`src/rtl/ex_mem_pkg.sv`:
```
// ex_mem_pkg: shared types and constants for the EX/MEM pipeline register.
//   ex_mem_ctrl_t  : memory/writeback control bundle (wb, mem_read, mem_write, mem2reg)
//   ex_mem_entry_t : one full pipeline entry at the default widths
//   MAX_DEPTH      : largest supported number of register stages
//   EX_MEM_CTRL_W  : packed width of ex_mem_ctrl_t
//   gate_ctrl()    : forces side-effecting controls low for an invalid entry
package ex_mem_pkg;

  localparam int MAX_DEPTH      = 4;
  localparam int EX_MEM_CTRL_W  = 4;
  localparam int DEF_DATA_W     = 32;
  localparam int DEF_REG_ADDR_W = 5;
  localparam int DEF_BE_W       = DEF_DATA_W / 8;

  typedef struct packed {
    logic wb;
    logic mem_read;
    logic mem_write;
    logic mem2reg;
  } ex_mem_ctrl_t;

  typedef struct packed {
    logic                      valid;
    ex_mem_ctrl_t              ctrl;
    logic [DEF_BE_W-1:0]       byte_en;
    logic [DEF_DATA_W-1:0]     wdata;
    logic [DEF_DATA_W-1:0]     alu_result;
    logic [DEF_REG_ADDR_W-1:0] dst_addr;
  } ex_mem_entry_t;

  // mem2reg only steers the writeback mux; it cannot cause a side effect on
  // its own, so it is left ungated.
  function automatic ex_mem_ctrl_t gate_ctrl(input ex_mem_ctrl_t c, input logic valid);
    ex_mem_ctrl_t g;
    g.wb        = c.wb & valid;
    g.mem_read  = c.mem_read & valid;
    g.mem_write = c.mem_write & valid;
    g.mem2reg   = c.mem2reg;
    return g;
  endfunction

endpackage

```
`src/rtl/ex_mem_stage.sv`:
```
// ex_mem_stage: one EX/MEM entry register.
// Priority on each rising edge: rst (clear all) > flush (clear valid only)
// > stall (hold) > capture upstream entry.
// Ports:
//   clk, rst            : clock, synchronous active-high reset
//   stall, flush        : hold / invalidate controls
//   up_*                : entry offered by the previous stage (or EX)
//   valid, ctrl, byte_en, wdata, alu_result, dst_addr : registered entry
module ex_mem_stage
  import ex_mem_pkg::*;
#(
  parameter int DATA_W     = 32,
  parameter int REG_ADDR_W = 5
) (
  input  logic                     clk,
  input  logic                     rst,
  input  logic                     stall,
  input  logic                     flush,
  input  logic                     up_valid,
  input  logic [EX_MEM_CTRL_W-1:0] up_ctrl,
  input  logic [DATA_W/8-1:0]      up_byte_en,
  input  logic [DATA_W-1:0]        up_wdata,
  input  logic [DATA_W-1:0]        up_alu_result,
  input  logic [REG_ADDR_W-1:0]    up_dst_addr,
  output logic                     valid,
  output logic [EX_MEM_CTRL_W-1:0] ctrl,
  output logic [DATA_W/8-1:0]      byte_en,
  output logic [DATA_W-1:0]        wdata,
  output logic [DATA_W-1:0]        alu_result,
  output logic [REG_ADDR_W-1:0]    dst_addr
);

  logic                     valid_reg;
  logic [EX_MEM_CTRL_W-1:0] ctrl_reg;
  logic [DATA_W/8-1:0]      byte_en_reg;
  logic [DATA_W-1:0]        wdata_reg;
  logic [DATA_W-1:0]        alu_result_reg;
  logic [REG_ADDR_W-1:0]    dst_addr_reg;

  always_ff @(posedge clk) begin
    if (rst) begin
      valid_reg      <= 1'b0;
      ctrl_reg       <= '0;
      byte_en_reg    <= '0;
      wdata_reg      <= '0;
      alu_result_reg <= '0;
      dst_addr_reg   <= '0;
    end else if (flush) begin
      // Only the valid bit matters for a squash; the datapath may go stale
      // because every side-effecting output is gated by valid downstream.
      valid_reg <= 1'b0;
    end else if (!stall) begin
      valid_reg      <= up_valid;
      ctrl_reg       <= up_ctrl;
      byte_en_reg    <= up_byte_en;
      wdata_reg      <= up_wdata;
      alu_result_reg <= up_alu_result;
      dst_addr_reg   <= up_dst_addr;
    end
  end

  assign valid      = valid_reg;
  assign ctrl       = ctrl_reg;
  assign byte_en    = byte_en_reg;
  assign wdata      = wdata_reg;
  assign alu_result = alu_result_reg;
  assign dst_addr   = dst_addr_reg;

endmodule

```
`src/rtl/ex_mem_pipe.sv`:
```
// ex_mem_pipe: DEPTH-stage EX/MEM pipeline register with stall/flush.
// Latency is DEPTH rising edges when not stalled. wb/mem_read/mem_write and
// byte enables are forced low whenever the final stage holds a bubble.
// Optional feature macro: EX_MEM_PERF_CNT_EN (stall and bubble counters,
// saturating). When undefined the counter ports read 0 and carry no flops.
// Ports:
//   clk, rst                        : clock, synchronous active-high reset
//   stall, flush                    : hold all stages / invalidate all stages
//   valid_in, *_in                  : entry from EX
//   valid_out, *_out                : entry in the last stage (controls gated)
//   stall_cnt_out, bubble_cnt_out   : performance counters
module ex_mem_pipe
  import ex_mem_pkg::*;
#(
  parameter int DATA_W     = 32,
  parameter int REG_ADDR_W = 5,
  parameter int DEPTH      = 1,
  parameter int CNT_W      = 32
) (
  input  logic                  clk,
  input  logic                  rst,
  input  logic                  stall,
  input  logic                  flush,
  input  logic                  valid_in,
  input  logic                  wb_in,
  input  logic                  mem_read_in,
  input  logic                  mem_write_in,
  input  logic                  mem2reg_in,
  input  logic [DATA_W/8-1:0]   mem_byte_en_in,
  input  logic [DATA_W-1:0]     mem_write_data_in,
  input  logic [DATA_W-1:0]     alu_result_in,
  input  logic [REG_ADDR_W-1:0] dst_addr_in,
  output logic                  valid_out,
  output logic                  wb_out,
  output logic                  mem_read_out,
  output logic                  mem_write_out,
  output logic                  mem2reg_out,
  output logic [DATA_W/8-1:0]   mem_byte_en_out,
  output logic [DATA_W-1:0]     mem_write_data_out,
  output logic [DATA_W-1:0]     alu_result_out,
  output logic [REG_ADDR_W-1:0] dst_addr_out,
  output logic [CNT_W-1:0]      stall_cnt_out,
  output logic [CNT_W-1:0]      bubble_cnt_out
);

  localparam int BE_W = DATA_W / 8;

  generate
    if (DEPTH < 1 || DEPTH > MAX_DEPTH) begin : g_bad_depth
      $fatal(1, "ex_mem_pipe: DEPTH must be in 1..%0d", MAX_DEPTH);
    end
    if ($bits(ex_mem_ctrl_t) != EX_MEM_CTRL_W) begin : g_bad_ctrl_w
      $fatal(1, "ex_mem_pipe: ex_mem_ctrl_t width mismatch");
    end
  endgenerate

  // Index 0 is the EX-side input; index k is the output of stage k-1.
  logic                     chain_valid      [DEPTH+1];
  logic [EX_MEM_CTRL_W-1:0] chain_ctrl       [DEPTH+1];
  logic [BE_W-1:0]          chain_byte_en    [DEPTH+1];
  logic [DATA_W-1:0]        chain_wdata      [DEPTH+1];
  logic [DATA_W-1:0]        chain_alu_result [DEPTH+1];
  logic [REG_ADDR_W-1:0]    chain_dst_addr   [DEPTH+1];

  ex_mem_ctrl_t ctrl_in;
  assign ctrl_in = '{wb: wb_in, mem_read: mem_read_in,
                     mem_write: mem_write_in, mem2reg: mem2reg_in};

  assign chain_valid[0]      = valid_in;
  assign chain_ctrl[0]       = ctrl_in;
  assign chain_byte_en[0]    = mem_byte_en_in;
  assign chain_wdata[0]      = mem_write_data_in;
  assign chain_alu_result[0] = alu_result_in;
  assign chain_dst_addr[0]   = dst_addr_in;

  generate
    for (genvar gi = 0; gi < DEPTH; gi++) begin : g_stage
      ex_mem_stage #(
        .DATA_W     (DATA_W),
        .REG_ADDR_W (REG_ADDR_W)
      ) u_stage (
        .clk           (clk),
        .rst           (rst),
        .stall         (stall),
        .flush         (flush),
        .up_valid      (chain_valid[gi]),
        .up_ctrl       (chain_ctrl[gi]),
        .up_byte_en    (chain_byte_en[gi]),
        .up_wdata      (chain_wdata[gi]),
        .up_alu_result (chain_alu_result[gi]),
        .up_dst_addr   (chain_dst_addr[gi]),
        .valid         (chain_valid[gi+1]),
        .ctrl          (chain_ctrl[gi+1]),
        .byte_en       (chain_byte_en[gi+1]),
        .wdata         (chain_wdata[gi+1]),
        .alu_result    (chain_alu_result[gi+1]),
        .dst_addr      (chain_dst_addr[gi+1])
      );
    end
  endgenerate

  logic         last_valid;
  ex_mem_ctrl_t last_ctrl;
  ex_mem_ctrl_t gated_ctrl;

  assign last_valid = chain_valid[DEPTH];
  assign last_ctrl  = ex_mem_ctrl_t'(chain_ctrl[DEPTH]);
  assign gated_ctrl = gate_ctrl(last_ctrl, last_valid);

  assign valid_out          = last_valid;
  assign wb_out             = gated_ctrl.wb;
  assign mem_read_out       = gated_ctrl.mem_read;
  assign mem_write_out      = gated_ctrl.mem_write;
  assign mem2reg_out        = gated_ctrl.mem2reg;
  assign mem_byte_en_out    = chain_byte_en[DEPTH] & {BE_W{last_valid}};
  assign mem_write_data_out = chain_wdata[DEPTH];
  assign alu_result_out     = chain_alu_result[DEPTH];
  assign dst_addr_out       = chain_dst_addr[DEPTH];

`ifdef EX_MEM_PERF_CNT_EN
  logic [CNT_W-1:0] stall_cnt_reg;
  logic [CNT_W-1:0] bubble_cnt_reg;

  // Both counters stop at all-ones instead of wrapping.
  always_ff @(posedge clk) begin
    if (rst) begin
      stall_cnt_reg  <= '0;
      bubble_cnt_reg <= '0;
    end else begin
      if (stall && (stall_cnt_reg != '1)) begin
        stall_cnt_reg <= stall_cnt_reg + CNT_W'(1);
      end
      // A bubble is counted when the final stage is empty and the pipe moves.
      if (!stall && !last_valid && (bubble_cnt_reg != '1)) begin
        bubble_cnt_reg <= bubble_cnt_reg + CNT_W'(1);
      end
    end
  end

  assign stall_cnt_out  = stall_cnt_reg;
  assign bubble_cnt_out = bubble_cnt_reg;
`else
  assign stall_cnt_out  = '0;
  assign bubble_cnt_out = '0;
`endif

endmodule
```
`config.mk`:
```
export PLATFORM = sky130hd
export DESIGN_NAME = ex_mem_pipe
export DESIGN_NICKNAME = d
export VERILOG_FILES = /design/src/rtl/ex_mem_pkg.sv /design/src/rtl/ex_mem_stage.sv /design/src/rtl/ex_mem_pipe.sv
export SDC_FILE = /design/constraint.sdc
export NUM_CORES = 1
export LEC_CHECK = 0
export CORE_AREA = 3 3 108 110
export CTS_BUF_LIST = sky130_fd_sc_hd__clkbuf_2 sky130_fd_sc_hd__clkbuf_4 sky130_fd_sc_hd__clkbuf_8
export DETAILED_ROUTE_END_ITERATION = 7
export DIE_AREA = 0 0 111 113
export DONT_BUFFER_PORTS = 1
export GPL_TIMING_DRIVEN = 1
export PLACE_DENSITY_LB_ADDON = 0.3
export SLEW_MARGIN = 20
export SYNTH_ARGS = -nofsm -noshare
export SYNTH_HDL_FRONTEND = slang
export SYNTH_SLANG_ARGS = --single-unit
```
`constraint.sdc`:
```
create_clock -name clk -period 1.9 [get_ports clk]
set_clock_uncertainty 0.05 [all_clocks]
set_input_delay 0.38 -clock clk [delete_from_list [all_inputs] [get_ports clk]]
set_output_delay 0.38 -clock clk [all_outputs]
set_load 0.02 [all_outputs]
```
======== After elaboration in Yosys (flattened, before gate mapping) ========
Cells that the tools add are included.
operators by class
  bitwise operators ....................... 6
  reductions and logical operators ........ 2
operators with widths
  operator             number
  AND 4 bit            1
  AND 1 bit            3
  inverter 1 bit       2
  AND reduction 2 bit  1
  OR reduction 2 bit   1
storage, ports and cells
  logic and storage cells ................. 14
  output and inout port bits .............. 142
  register bits ........................... 78
  input port bits ......................... 82

======== Depth between registers and ports, before layout ========
Gate-level depths: netlist (run 1).
  word-level depth ........................ 2
  mapped depth ............................ 4
  mapped depth without buffers ............ 2

======== Modules after synthesis ========
A second synthesis (run 1) with hierarchy kept.
unflattened totals
  cells, all modules ...................... 426
  area, all modules ....................... 3747.3 µm²
modules (own cells, without submodules)
  module        times used  sequential area each (µm²)  cells an instance  area each (µm²)
  ex_mem_stage  1           1561.5                      354                3219.3
  ex_mem_pipe   1           0.0                         72                 528.0

======== Worst setup path before layout (run 1) ========
OpenSTA, ideal clock, no wires.
  path type ............................... input to register
  start ................................... input port flush
  end ..................................... register g_stage[0].u_stage.alu_result_reg[0]
  setup time .............................. 0.070 ns
  stages on the path ...................... 4
  path buffers ............................ 2
  data required time ...................... 1.780 ns
  slack ................................... 0.670 ns
  data arrival time ....................... 1.109 ns
  cell sequence ........................... buf_2 > buf_2 > or3b_1 > a21oi_1
on the way
  longest elaborated chain between the ends .. 2
RTL lines
  what                                  RTL line            source
  start: declaration                    ex_mem_pipe.sv:23   input logic flush,
  inverter 1 bit (no source line)       -
  AND reduction 2 bit (no source line)  -
  end signal: assignment                ex_mem_stage.sv:57  alu_result_reg <= up_alu_result;
  end: declaration                      ex_mem_stage.sv:37  logic [DATA_W-1:0] alu_result_reg;
No other way between the ends.
A chain may end at the register's enable or synchronous reset.

======== Worst setup path after layout (run 1) ========
  start ................................... register g_stage[0].u_stage.valid_reg
  end ..................................... output port mem_byte_en_out[3]
on the way
  longest elaborated chain between the ends .. 1
RTL lines
  what                      RTL line            source
  start: declaration        ex_mem_stage.sv:33  logic valid_reg;
  start signal: assignment  ex_mem_stage.sv:53  valid_reg <= up_valid;
  AND 4 bit                 ex_mem_pipe.sv:115  assign mem_byte_en_out = chain_byte_en[DEPTH] & {BE_W{last_valid}};
  end: declaration          ex_mem_pipe.sv:38   output logic [DATA_W/8-1:0] mem_byte_en_out,
No other way between the ends.

==> results of run 1 <==
-- Yosys cell counts --
library cell | n | area, µm²
buf_2 | 14 | 70.1
nor3_1 | 1 | 5.00
mux2i_1 | 1 | 10.0
clkbuf_1 | 21 | 78.8
a21oi_1 | 77 | 385
o21ai_1 | 9 | 45.0
dfxtp_1 | 78 | 1560
buf_4 | 65 | 488
buf_6 | 1 | 11.3
clkbuf_2 | 6 | 30.0
or3b_1 | 77 | 674
o21ai_0 | 68 | 340
conb_1 | 1 | 3.75
and2_1 | 7 | 43.8
-- stage by stage --
stage	hold slack [ps]	cells	power [W]	util [%]
after floorplan	399	489	0.00229	-
after global placement	404	522	0.00211	32.3
after detailed placement	408	522	0.00212	32.3
after CTS	19.9	537	0.00337	34.0
after global routing	13.4	537	0.00348	34.0
final	51.8	537	0.00330	34.0
-- final cells by class --
type                       instances  area (µm²)
fill                            1117        7120
clock inverter                     4        47.5
multi-input combinational        304        1740
sequential                        78        1560
clock buffer                      11         145
tap                              140         175
-- logic make-up after synthesis --
kind of cell | share of synthesized area [%]
AOI/OAI and AO/OA | 20.6
buffers and inverters | 18.1
DFF | 41.7
muxes | 0.267
other | 0.100
and+or+nand+nor | 19.3
-- how the worst max path moves through the flow --
stage	endpoint	slack, ps	startpoint	cells after the start
floorplan	g_stage[0].u_stage.alu_result[0]	670	flush	4
detailed placement	mem_byte_en_out[3]	550	g_stage[0].u_stage.valid	1
global placement	mem_byte_en_out[3]	570	g_stage[0].u_stage.valid	1
finish	mem_byte_en_out[3]	200	g_stage[0].u_stage.valid	1
CTS	mem_byte_en_out[3]	160	g_stage[0].u_stage.valid	1
global route	mem_byte_en_out[3]	120	g_stage[0].u_stage.valid	1
-- power by group --
group | internal (W) | switching, W
Sequential | 0.00171 | 0.000132
Combinational | 0.0000819 | 0.000159
Clock | 0.000646 | 0.000573
-- layout by cell type (no fill, tap or decap) --
| cell type | count |
|---|---|
| clkinv_2 | 2 |
| and2_1 | 7 |
| nor3_1 | 1 |
| dfxtp_1 | 78 |
| or3b_1 | 77 |
| clkbuf_4 | 1 |
| clkinvlp_4 | 1 |
| o21ai_0 | 68 |
| conb_1 | 64 |
| bufinv_16 | 1 |
| o21ai_1 | 9 |
| clkbuf_8 | 10 |
| mux2i_1 | 1 |
| a21oi_1 | 77 |
-- worst reg2reg max path: cells and delay by family (launching register included) --
family | cells | cell delay (ps)
flops | 1 | 600
simple gates | 1 | 160
mux | 1 | 140
-- routing by layer --
layer | global-route usage (%) | vias up | wire length [µm]
li1 | - | 1308 | -
met1 | 15.5 | 1193 | 3440
met2 | 19.5 | 126 | 4080
met3 | 5.67 | 4 | 867
met4 | 4.68 | 2 | 31
met5 | 0 | - | 7
==> flow_summary.ini, run 1 <==
[status]
status = completed

[clock_tree]
cts_root_buf = clkbuf_8
post_cts_resized = 0
h-tree-depth = 3
cts_inserted_buffers = 9
cts.clk_slew.worst_paths_ps = 80
clock_path_buffers = 2
clkSinkCount = 78
tritoncts = yes
cts_setup_buffers = 0
ctsHoldBuffers = 0
insertion_delay_ps = 340

[floorplan]
die_y_um = 113
coreArea_um2 = 10800
top_level_ports = 224
die_w_um = 111
initial_utilization_pct = 34.7
die-area_um2 = 12500
rows = 38

[worst_hold_path]
holdPathStages = 1
hold_path_end = g_stage[0].u_stage.byte_en[1]
hp-start = rst
hold_class = in2reg

[setup_path]
worst_setup_path_start_kind = register
cp_max_fo = 9
cp_slowest_stage_delay_ps = 600
path_buf_inv = 0
crit_required_ps = 1470
r2r_start = g_stage[0].u_stage.valid
r2r_end = g_stage[0].u_stage.valid
critical-path-top-delay-family = flip-flops
reg2reg_slack_ps = 880
cp_slowest_cell = dfxtp_1
crit_chain = and2_1
r2r_cells = 2
cp.arrival_ps = 1270
end_kind = output pin
crit_type = reg2out

[synth]
yosysWarnings = 0
synth_area_per_cell_um2 = 8.80
ys_types = 14
synthCells = 426
ys_ff_latch = 78
seq_area_frac_synth_pct = 41.7
netlist_area_um2 = 3750

[cells_and_area]
n_antenna_cell = 0
fin_nets = 475
drive_above_1_share_pct = 3.78
fin_area_um2 = 3670
area_growth_pct = -1.97

[routing]
dr.pass1.iters = 4
ant_nets = 0
drt-wirelength-per-cell_um = 15.7
vias = 2633
drt_wl_total_um = 8430
drt-initial-drc-count = 213
vias_per_cell = 4.90
drc = 0

[global_routing]
overflow = 0
antenna_found_initial = 1
grt_pass1_wl_um = 12800
grt_pass1_vias = 2339
track_usage_pct = 12.6
grt_max_degree = 156

[power]
ir_drop_v = 0.000300
p_leak_nw = 1.32
power.density_nw_per_um2 = 899

[place]
port-buffer-count = 0
place_area_um2 = 3480
dpl_worst_slack_ps = 550
dp.final_hpwl_um = 5180
place.gp.congestion = 0.715

[timing]
setup_ws_ps = 202
fin_crit_ps = 1700
setup_viol = 0
fmax_ghz = 0.589
timing.setup.tns_ps = 0
period_share_pct = 89.4
final_hold_viol_count = 0
final_max_slew_viol_count = 0
rsz0062_at_grt = no

[flow_run]
maxCapViolCount = 0
Note: power is estimated with default switching activity, not from simulation.
==> run 2: changes to the inputs <==
--- a/config.mk
+++ b/config.mk
@@ -5,10 +5,10 @@
 export SDC_FILE = /design/constraint.sdc
 export NUM_CORES = 1
 export LEC_CHECK = 0
-export CORE_AREA = 3 3 108 110
+export CORE_AREA = 4 4 109 111
 export CTS_BUF_LIST = sky130_fd_sc_hd__clkbuf_2 sky130_fd_sc_hd__clkbuf_4 sky130_fd_sc_hd__clkbuf_8
 export DETAILED_ROUTE_END_ITERATION = 7
-export DIE_AREA = 0 0 111 113
+export DIE_AREA = 0 0 113 115
 export DONT_BUFFER_PORTS = 1
 export GPL_TIMING_DRIVEN = 1
 export PLACE_DENSITY_LB_ADDON = 0.3
==> flow_summary.ini, run 2 (synthesis gave the netlist of run 1 again) <==
[floorplan]
coreArea_um2 = 10800
top_level_ports = 224
die-area_um2 = 13000
die_y_um = 115
die_w_um = 113
rows = 38
initial_utilization_pct = 34.7

[global_routing]
overflow = 0
grt_max_degree = 156
grt_pass1_wl_um = 13200
antenna_found_initial = 1
grt_pass1_vias = 2369
track_usage_pct = 12.9

[status]
status = completed

[cells_and_area]
area_growth_pct = -0.401
final_util_pct = 34.6
final_cell_mix = 78 x dfxtp_1, 77 x or3b_1, 77 x a21oi_1
fin_area_um2 = 3730
final_common_cell = dfxtp_1
nFillCells = 1127
multi_input_area_um2 = 1740
fin_nets = 478
fin_cells = 542
final-seq-area_um2 = 1560
drive_above_1_share_pct = 3.99

[clock_tree]
cts_setup_buffers = 0
insertion_delay_ps = 360
h-tree-depth = 3
cts_inserted_buffers = 9
tritoncts = yes
cts_root_buf = clkbuf_8
clkSinkCount = 78
clock_path_buffers = 2
cts.clk_slew.worst_paths_ps = 80

[routing]
dr.pass1.iters = 5
drt_wl_total_um = 9010
drt-wirelength-per-cell_um = 16.6
ant_nets = 0
vias_per_cell = 4.99
vias = 2703
drc = 0
drt-initial-drc-count = 190

[power]
p_leak_nw = 1.35
ir_drop_v = 0.000497
power.density_nw_per_um2 = 924

[timing]
fin_crit_ps = 1650
final_hold_viol_count = 0
hold-worst-slack_ps = 31.6
timing.setup.tns_ps = 0
final_max_slew_viol_count = 0
setup_viol = 0
rsz0062_at_grt = no
fmax_ghz = 0.604
period_share_pct = 87.1

[place]
place_area_um2 = 3480
place.gp.congestion = 0.700
port-buffer-count = 0
dp.final_hpwl_um = 5490
dpl.cell_count = 522

[setup_path]
r2r_end = g_stage[0].u_stage.valid
cp.arrival_ps = 1220
end_kind = output pin
path_buf_inv = 0
critical-path-top-delay-family = flip-flops
r2r_start = g_stage[0].u_stage.valid
crit_required_ps = 1470
reg2reg_slack_ps = 970
crit_chain = and2_1
cp_slowest_cell = dfxtp_1
crit_type = reg2out
cp_max_fo = 9
r2r_cells = 2
worst_setup_path_start_kind = register
cp_slowest_stage_delay_ps = 550

[worst_hold_path]
hold_path_end = g_stage[0].u_stage.byte_en[3]
hold_class = in2reg
hp-start = rst
holdPathStages = 1

[flow_run]
maxCapViolCount = 0
run 2: per-layer routing:
metal	up-vias	global-route usage [%]	share of wire, %
li1	1327	-	-
met1	1230	14.7	39
met2	130	19.9	47
met3	16	7.16	12
met4	0	5.69	2.4
met5	-	0	0
run 2: metrics by stage:
| step | total power [W] | worst slack, ps |
|---|---|---|
| detailed placement | 0.00212 | 616 |
| global placement | 0.00211 | 649 |
| finish | 0.00345 | 245 |
| CTS | 0.00351 | 195 |
| floorplan | 0.00229 | 670 |
| global route | 0.00362 | 136 |
run 2: final cells by class:
| class | instances | share of cell area, % |
|---|---|---|
| flip-flops and latches | 78 | 41.8 |
| well taps | 140 | 4.69 |
| clock buffers | 13 | 4.79 |
| diodes | 1 | 0.0670 |
| repair buffers | 3 | 0.805 |
| multi-input cells | 304 | 46.7 |
| clock inverters | 3 | 1.07 |
run 2: report_power, final:
group	switching, W	total (W)	internal [W]
clock	0.000610	0.00136	0.000746
sequential	0.000133	0.00184	0.00171
combinational	0.000166	0.000252	0.0000860
run 2: repair_timing:
action                    CTS  global route
gates resized for setup     0             0
hold buffers                1             2
hold endpoints to repair    3             4
run 2: how the worst max path moves through the flow:
stage                                       end  slack (ps)  cells past startpoint                      from
6_report                     mem_byte_en_out[3]         250                      1  g_stage[0].u_stage.valid
4_1_cts                      mem_byte_en_out[3]         200                      1  g_stage[0].u_stage.valid
3_3_place_gp                 mem_byte_en_out[1]         650                      1  g_stage[0].u_stage.valid
2_1_floorplan  g_stage[0].u_stage.alu_result[0]         670                      4                     flush
5_1_grt                      mem_byte_en_out[3]         140                      1  g_stage[0].u_stage.valid
3_5_place_dp                 mem_byte_en_out[3]         620                      1  g_stage[0].u_stage.valid
==> run 3: changes to the inputs <==
--- a/config.mk
+++ b/config.mk
@@ -11,7 +11,9 @@
 export DIE_AREA = 0 0 113 115
 export DONT_BUFFER_PORTS = 1
 export GPL_TIMING_DRIVEN = 1
+export MAX_ROUTING_LAYER = met4
 export PLACE_DENSITY_LB_ADDON = 0.3
+export SKIP_LAST_GASP = 1
 export SLEW_MARGIN = 20
 export SYNTH_ARGS = -nofsm -noshare
 export SYNTH_HDL_FRONTEND = slang
==> flow_summary.ini, run 3 (synthesis gave the netlist of run 1 again) <==
[routing]
ant_nets = 0
drt-wirelength-per-cell_um = 16.6
drt-initial-drc-count = 175
dr.pass1.iters = 4
drc = 0
vias_per_cell = 4.98
met2_length_um = 4230
wl_met3_um = 911
met1_length_um = 3670
topRoutingLayerUsed = met4
vias = 2699
drt_wl_total_um = 8990

[setup_path]
path_buf_inv = 0
cp_max_fo = 9
crit_chain = and2_1
critical-path-top-delay-family = flip-flops
end_kind = output pin
cp_slowest_cell = dfxtp_1
cp_slowest_stage_delay_ps = 540
worst_setup_path_start_kind = register
cp.arrival_ps = 1220
crit_required_ps = 1470
crit_type = reg2out

[place]
dpl.cell_count = 522
place.gp.congestion = 0.707
dp.final_hpwl_um = 5490
port-buffer-count = 0

[worst_hold_path]
hold_class = in2reg

[clock_tree]
insertion_delay_ps = 360
cts_inserted_buffers = 9
ctsHoldBuffers = 1
clock_path_buffers = 2
clkSinkCount = 78
tritoncts = yes
post_cts_resized = 0
cts.clk_slew.worst_paths_ps = 80
cts_setup_buffers = 0
cts_root_buf = clkbuf_8
h-tree-depth = 3

[cells_and_area]
area_growth_pct = -0.401
final_cell_mix = 78 x dfxtp_1, 77 x or3b_1, 77 x a21oi_1
fin_nets = 478
drive_above_1_share_pct = 3.99
fin_cells = 542
final_common_cell = dfxtp_1

[global_routing]
track_usage_pct = 13.3
antenna_found_initial = 1
grt_pass1_wl_um = 13200
overflow = 0
grt_max_degree = 156
grt_pass1_vias = 2374

[status]
status = completed

[floorplan]
coreArea_um2 = 10800
top_level_ports = 224
die_y_um = 115
initial_utilization_pct = 34.7
rows = 38
die-area_um2 = 13000
die_w_um = 113

[timing]
period_share_pct = 86.7
timing.setup.tns_ps = 0
final_max_slew_viol_count = 0
final_hold_viol_count = 0
fmax_ghz = 0.607
fin_crit_ps = 1650
setup_viol = 0
hold-worst-slack_ps = 43.4
rsz0062_at_grt = no

[power]
p_leak_nw = 1.35
power.density_nw_per_um2 = 925
ir_drop_v = 0.000497

[flow_run]
maxCapViolCount = 0
run 3: cell counts in the layout (fill, tap and decap cells not counted):
Identical to the previous run, type by type.
run 3: final timing paths:
check | startpoint | endpoint | slack [ps] | cells after the start
setup / recovery | g_stage[0].u_stage.valid | mem_byte_en_out[3] | 250 | 1
setup reg to reg | g_stage[0].u_stage.valid | g_stage[0].u_stage.valid | 980 | 2
hold / removal | rst | g_stage[0].u_stage.ctrl[3] | 40 | 1
hold reg to reg | g_stage[0].u_stage.ctrl[3] | g_stage[0].u_stage.ctrl[3] | 420 | 2
run 3: where the power goes:
group	leakage, nW	internal, W	switching [W]	total (W)
clock	0.115	0.000747	0.000609	0.00136
sequential	0.638	0.00171	0.000133	0.00184
combinational	0.598	0.0000861	0.000167	0.000253
total	1.35	0.00254	0.000909	0.00345
run 3: layout make-up:
type	instances	area (µm²)
Antenna cell	1	2.50
Fill cell	1127	7060
Tap cell	140	175
Timing Repair Buffer	3	30.0
Sequential cell	78	1560
Multi-Input combinational cell	304	1740
Clock inverter	3	40.0
Clock buffer	13	179
run 3: routing by layer:
| metal | track usage [%] | up-vias |
|---|---|---|
| met5 | - | - |
| met4 | 5.69 | 0 |
| met3 | 6.32 | 13 |
| met2 | 20.0 | 133 |
| met1 | 15.1 | 1234 |
| li1 | - | 1319 |
run 3: metrics by stage:
step / total power (W) / instance area, µm² / util (%) / setup slack [ps]
floorplan: 0.00229 / 3980 / - / 670
global placement: 0.00211 / 3480 / 32.3 / 649
detailed placement: 0.00212 / 3480 / 32.3 / 616
CTS: 0.00351 / 3710 / 34.4 / 195
global route: 0.00362 / 3730 / 34.6 / 136
finish: 0.00345 / 3730 / 34.6 / 252
